### config.mk
export PLATFORM = sky130hd
export DESIGN_NAME = uart_tx
export DESIGN_NICKNAME = d
export VERILOG_FILES = /design/src/rtl/uart_tx.sv
export SDC_FILE = /design/constraint.sdc
export NUM_CORES = 1
export LEC_CHECK = 0
export BUFFER_PORTS_ARGS = -buffer_cell sky130_fd_sc_hd__buf_2
export CAP_MARGIN = 20
export CORE_AREA = 4 4 64 78
export DETAILED_ROUTE_END_ITERATION = 10
export DIE_AREA = 0 0 68 82
export GPL_TIMING_DRIVEN = 1
export RECOVER_POWER = 100
export SLEW_MARGIN = 5
export SYNTH_ARGS = -nofsm -noshare
export SYNTH_HDL_FRONTEND = slang
export SYNTH_SLANG_ARGS = --single-unit
### constraint.sdc
create_clock -name CLK -period 2 [get_ports CLK]
set_input_delay 0.2 -clock CLK [delete_from_list [all_inputs] [get_ports CLK]]
set_output_delay 0.2 -clock CLK [all_outputs]
set_load 0.01 [all_outputs]
### src/rtl/uart_tx.sv
// UART transmitter: 8-N-1 / 8-E/O-1 frames, LSB first, with a one-byte holding
// register so the next byte can be queued while the current frame shifts out.
module uart_tx #(
  parameter int BIT_TIME = 40
) (
  input  logic       CLK,
  input  logic       RESET,
  input  logic       PARITY_EN,
  input  logic       PARITY_ODD,
  input  logic [7:0] DATA,
  input  logic       EN,
  output logic       READY,
  output logic       BUSY,
  output logic       DONE,
  output logic       TX
);

  typedef enum logic [2:0] {S_IDLE, S_START, S_DATA, S_PARITY, S_STOP} state_t;

  state_t     state;
  logic       hold_full;
  logic [7:0] hold_q;
  logic [7:0] shift_q;
  logic       par_bit;
  logic       par_en;
  logic [8:0] cnt;
  logic [2:0] bit_cnt;
  logic       tx_q;
  logic       done_q;
  logic       bit_tick;
  logic       frame_start;

  function automatic logic parity_of(input logic [7:0] b, input logic odd);
    return (^b) ^ odd;
  endfunction

  assign bit_tick    = (cnt == 9'(BIT_TIME - 1));
  // A queued byte starts either from idle or on the very edge that ends a stop bit.
  assign frame_start = hold_full && ((state == S_IDLE) || ((state == S_STOP) && bit_tick));

  always_ff @(posedge CLK or posedge RESET) begin
    if (RESET) begin
      state     <= S_IDLE;
      hold_full <= 1'b0;
      par_en    <= 1'b0;
      cnt       <= '0;
      bit_cnt   <= '0;
      tx_q      <= 1'b1;
      done_q    <= 1'b0;
    end else begin
      done_q <= (state == S_STOP) && bit_tick;

      if ((state == S_IDLE) || bit_tick) cnt <= '0;
      else                               cnt <= cnt + 9'd1;

      if (frame_start) hold_full <= 1'b0;
      else if (EN)     hold_full <= 1'b1;

      if (frame_start) begin
        state   <= S_START;
        tx_q    <= 1'b0;
        bit_cnt <= '0;
        par_en  <= PARITY_EN;
      end else if (bit_tick) begin
        case (state)
          S_START: begin
            state <= S_DATA;
            tx_q  <= shift_q[0];
          end
          S_DATA: begin
            bit_cnt <= bit_cnt + 3'd1;
            if (bit_cnt == 3'd7) begin
              if (par_en) begin
                state <= S_PARITY;
                tx_q  <= par_bit;
              end else begin
                state <= S_STOP;
                tx_q  <= 1'b1;
              end
            end else begin
              tx_q <= shift_q[1];
            end
          end
          S_PARITY: begin
            state <= S_STOP;
            tx_q  <= 1'b1;
          end
          S_STOP: begin
            state <= S_IDLE;
            tx_q  <= 1'b1;
          end
          default: state <= S_IDLE;
        endcase
      end
    end
  end

  // Payload registers carry no reset; hold_full qualifies their contents.
  always_ff @(posedge CLK) begin
    if (EN && !hold_full) hold_q <= DATA;
    if (frame_start) begin
      shift_q <= hold_q;
      par_bit <= parity_of(hold_q, PARITY_ODD);
    end else if ((state == S_DATA) && bit_tick) begin
      shift_q <= {1'b0, shift_q[7:1]};
    end
  end

  assign READY = ~hold_full;
  assign BUSY  = (state != S_IDLE);
  assign DONE  = done_q;
  assign TX    = tx_q;

endmodule

==> results.md <==
* Worst path max stage delay at 0.39 ns
* Post-synth top flop: dfrtp_1
* Via count of the first global-routing pass at 1083
* GPL Wtd Cong at 0.802
* Max rail drop VDD at 0.564 mV
* Slew Limit Headroom at 51.0%
* Data required, critical path at 1.96 ns
* Top Family by Delay on Critical Path: simple AND/OR/NAND/NOR gates
* Critical path class: reg -> reg
* Worst Max-Slew Pin Slew at 0.734 ns
* Static leakage at 0.826 nW
* Number of post-CTS setup repair buffers at 0
* Via density at 4.78
* Post-synth EDFFs at 17
* CTS tree: built
* Slowest cell on the critical path: dfrtp_1
* MaxCap Viol Count at 0
* Row count at 26
* Synth area leaders: edfxtp_1, dfrtp_1, mux2_4, xnor2_1, nor2_1
* CP Max Fanout at 10
* Sequential share of the synthesized area at 59.2%
* Worst hold path type: in -> async
* Core Area at 0.00423 mm²
* Post-Layout Inst Area at 0.00192 mm²
* Vias post-DR at 1028
* Die Width at 68 µm
* Die Y at 82 µm
* RSZ-0062 raised after global routing: false
* Total power draw at 2.09 mW
* CTS Hold Bufs at 0
* Crit path arrival time at 1.83 ns
* Initial antenna violation count at 0
* Clk buf depth at 2
* First-pass DRT Iterations at 4
* Worst path cell trace: ha_1 > and4bb_2 > nand2_1 > a21o_1 > buf_12 > nand2_1
* TritonCTS Buffers at 5
* H-tree level count at 2
* Period utilisation layout at 93.3%
* Layout cells sized above 1 at 17.0%
* CTS root buf: clkbuf_8
* Filler cells at 409
* Clock slew at reported path FFs at 0.07 ns
* Crit path top cell by count: nand2_1
* Final Max Tran Viols at 0
* Yosys reg bits at 36
* CP bufs+invs at 1
* Wirelength per Cell at 12.9 µm
* Largest net degree at the start of global routing at 20
* DRC marker count from the first detailed-route iteration at 64
* Ys Warns at 0
* Worst Setup End Kind: register
* Cell Area, Placed at 0.00185 mm²
* FMAX at 536 MHz
* Async set-reset flop share out of synthesis at 52.8%
* # nets final at 174
* Startpoint Class: register
* Final hold viol count at 0
* Synthesized area per cell at 12.6 µm²
* Synth Net Count at 148
* Antenna-violating nets left at 0
* Worst Skew at 0.00928 ns
* Drt total wl at 2780 µm
* DP HPWL at 2050 µm
* Distinct cells, synth at 33
* Yosys top cell area share at 30.6%
* Initial Utilization at 39.4%
* Synth Instances at 132
* Drc violations at 0
* Total GRT Usage at 11.8%
* Mapped Area at 0.00167 mm²
* Worst skew pair latency at 0.29 ns
* Setup TNS at 0 ns
* # port buffers at 16
* Leading area contributor after synthesis: edfxtp_1
* Status: finished, final reports clean
* Number of diodes at 0
* Gr ovfl total at 0
* Area delta synth->final at 15.5%
* Io pins at 17
* Die area at 0.00558 mm²
* Setup Viol. Count Final at 0
* Post-layout minimum cycle time at 1.87 ns
* CTS Sinks at 36
* P per Cell Area at 1090 mW/mm²
* Cts repair resizes at 0
* First-pass GRT wire length at 4820 µm
## cell type report
cell class                      instances  area (µm²)  area share [%]
Sequential cell                        36         987            51.3
Multi-Input combinational cell         89         616            32.0
Timing Repair Buffer                   22         126            6.57
Clock buffer                            6        72.6            3.77
Tap cell                               56        70.1            3.64
Clock inverter                          2        35.0            1.82
Inverter                                4        17.5           0.910
## report_power, final
group	switching (mW)	internal (mW)
registers	0.126	0.920
logic	0.206	0.217
clock network	0.255	0.370
## stage by stage
step	hold slack, ns	util [%]	instances	setup WS [ns]
2_1_floorplan	0.150	-	132	0.221
5_1_grt	0.0752	45.5	215	0.00984
4_1_cts	0.0586	46.4	215	0.112
3_5_place_dp	0.376	43.8	207	0.133
3_3_place_gp	0.359	43.8	207	0.200
6_report	0.0199	45.5	215	0.134
## cell usage in the layout (no fill, tap or decap), drive strengths merged
master   netlist  routed
nor3           5       5
o211ai         1       1
xor2           6       6
a21o           3       3
edfxtp        17      17
o21ai          4       4
and3           1       1
nand3          5       5
dfrtp         18      18
buf            2      17
nand2         11      11
nor4b          1       1
clkinv         0       1
and4bb         1       1
dfstp          1       1
inv            4       4
o22ai          1       1
nor3b          1       1
mux2           8       8
nor2          16      16
o2bb2ai        1       1
or3            1       1
and2           2       2
ha             3       3
o41ai          1       1
a31oi          1       1
bufinv         0       1
mux2i          2       2
clkbuf         1      11
nor2b          3       3
a221oi         1       1
xnor2         10      10
## cells in the mapped netlist, types with 2 or more instances
library cell,number
nor2_1,16
mux2_4,7
nand2_1,11
xnor2_1,10
ha_1,3
dfrtp_1,18
and2_1,2
nor2b_1,3
xor2_1,6
a21o_1,3
nor3_1,5
edfxtp_1,17
o21ai_0,4
inv_1,3
nand3_1,5
mux2i_1,2
## logic make-up (layout without fill, tap and decap cells)
logic type	count (synthesis)	in the layout	share of synthesized area, %
flip-flops	36	36	59.2
multiplexers	10	10	8.18
AO/OA/AOI/OAI	13	13	5.33
adder cells (fa/ha/maj)	3	3	2.25
buffers and inverters	7	34	2.25
AND/OR/NAND/NOR	47	47	14.3
XOR/XNOR	16	16	8.41
## state kept, by name, indices dropped and copies added, names as in the netlist
register   flops
DONE           1
TX             1
bit_cnt        3
cnt            9
hold_full      1
hold_q         8
par_bit        1
par_en         1
shift_q        8
state          3
## metal layers
layer,vias to the layer above,track usage [%],share of wire [%]
met3,7,3.01,5.5
met5,-,0,0
met2,25,18.3,46
li1,511,-,-
met4,0,7.16,2.6
met1,485,14.4,45
## final timing paths
path                              start         end  slack [ns]  cells past startpoint
worst max-delay path             cnt[0]  shift_q[2]        0.13                      6
worst min-delay path              RESET      cnt[4]        0.02                      2
worst max register to register   cnt[0]  shift_q[2]        0.13                      6
worst min register to register   cnt[0]      cnt[0]        0.49                      1
max in group asynchronous         RESET  bit_cnt[0]        1.51                      2
min in group CLK                DATA[2]   hold_q[2]        0.08                      1
Power figures use the tool's default switching activity.
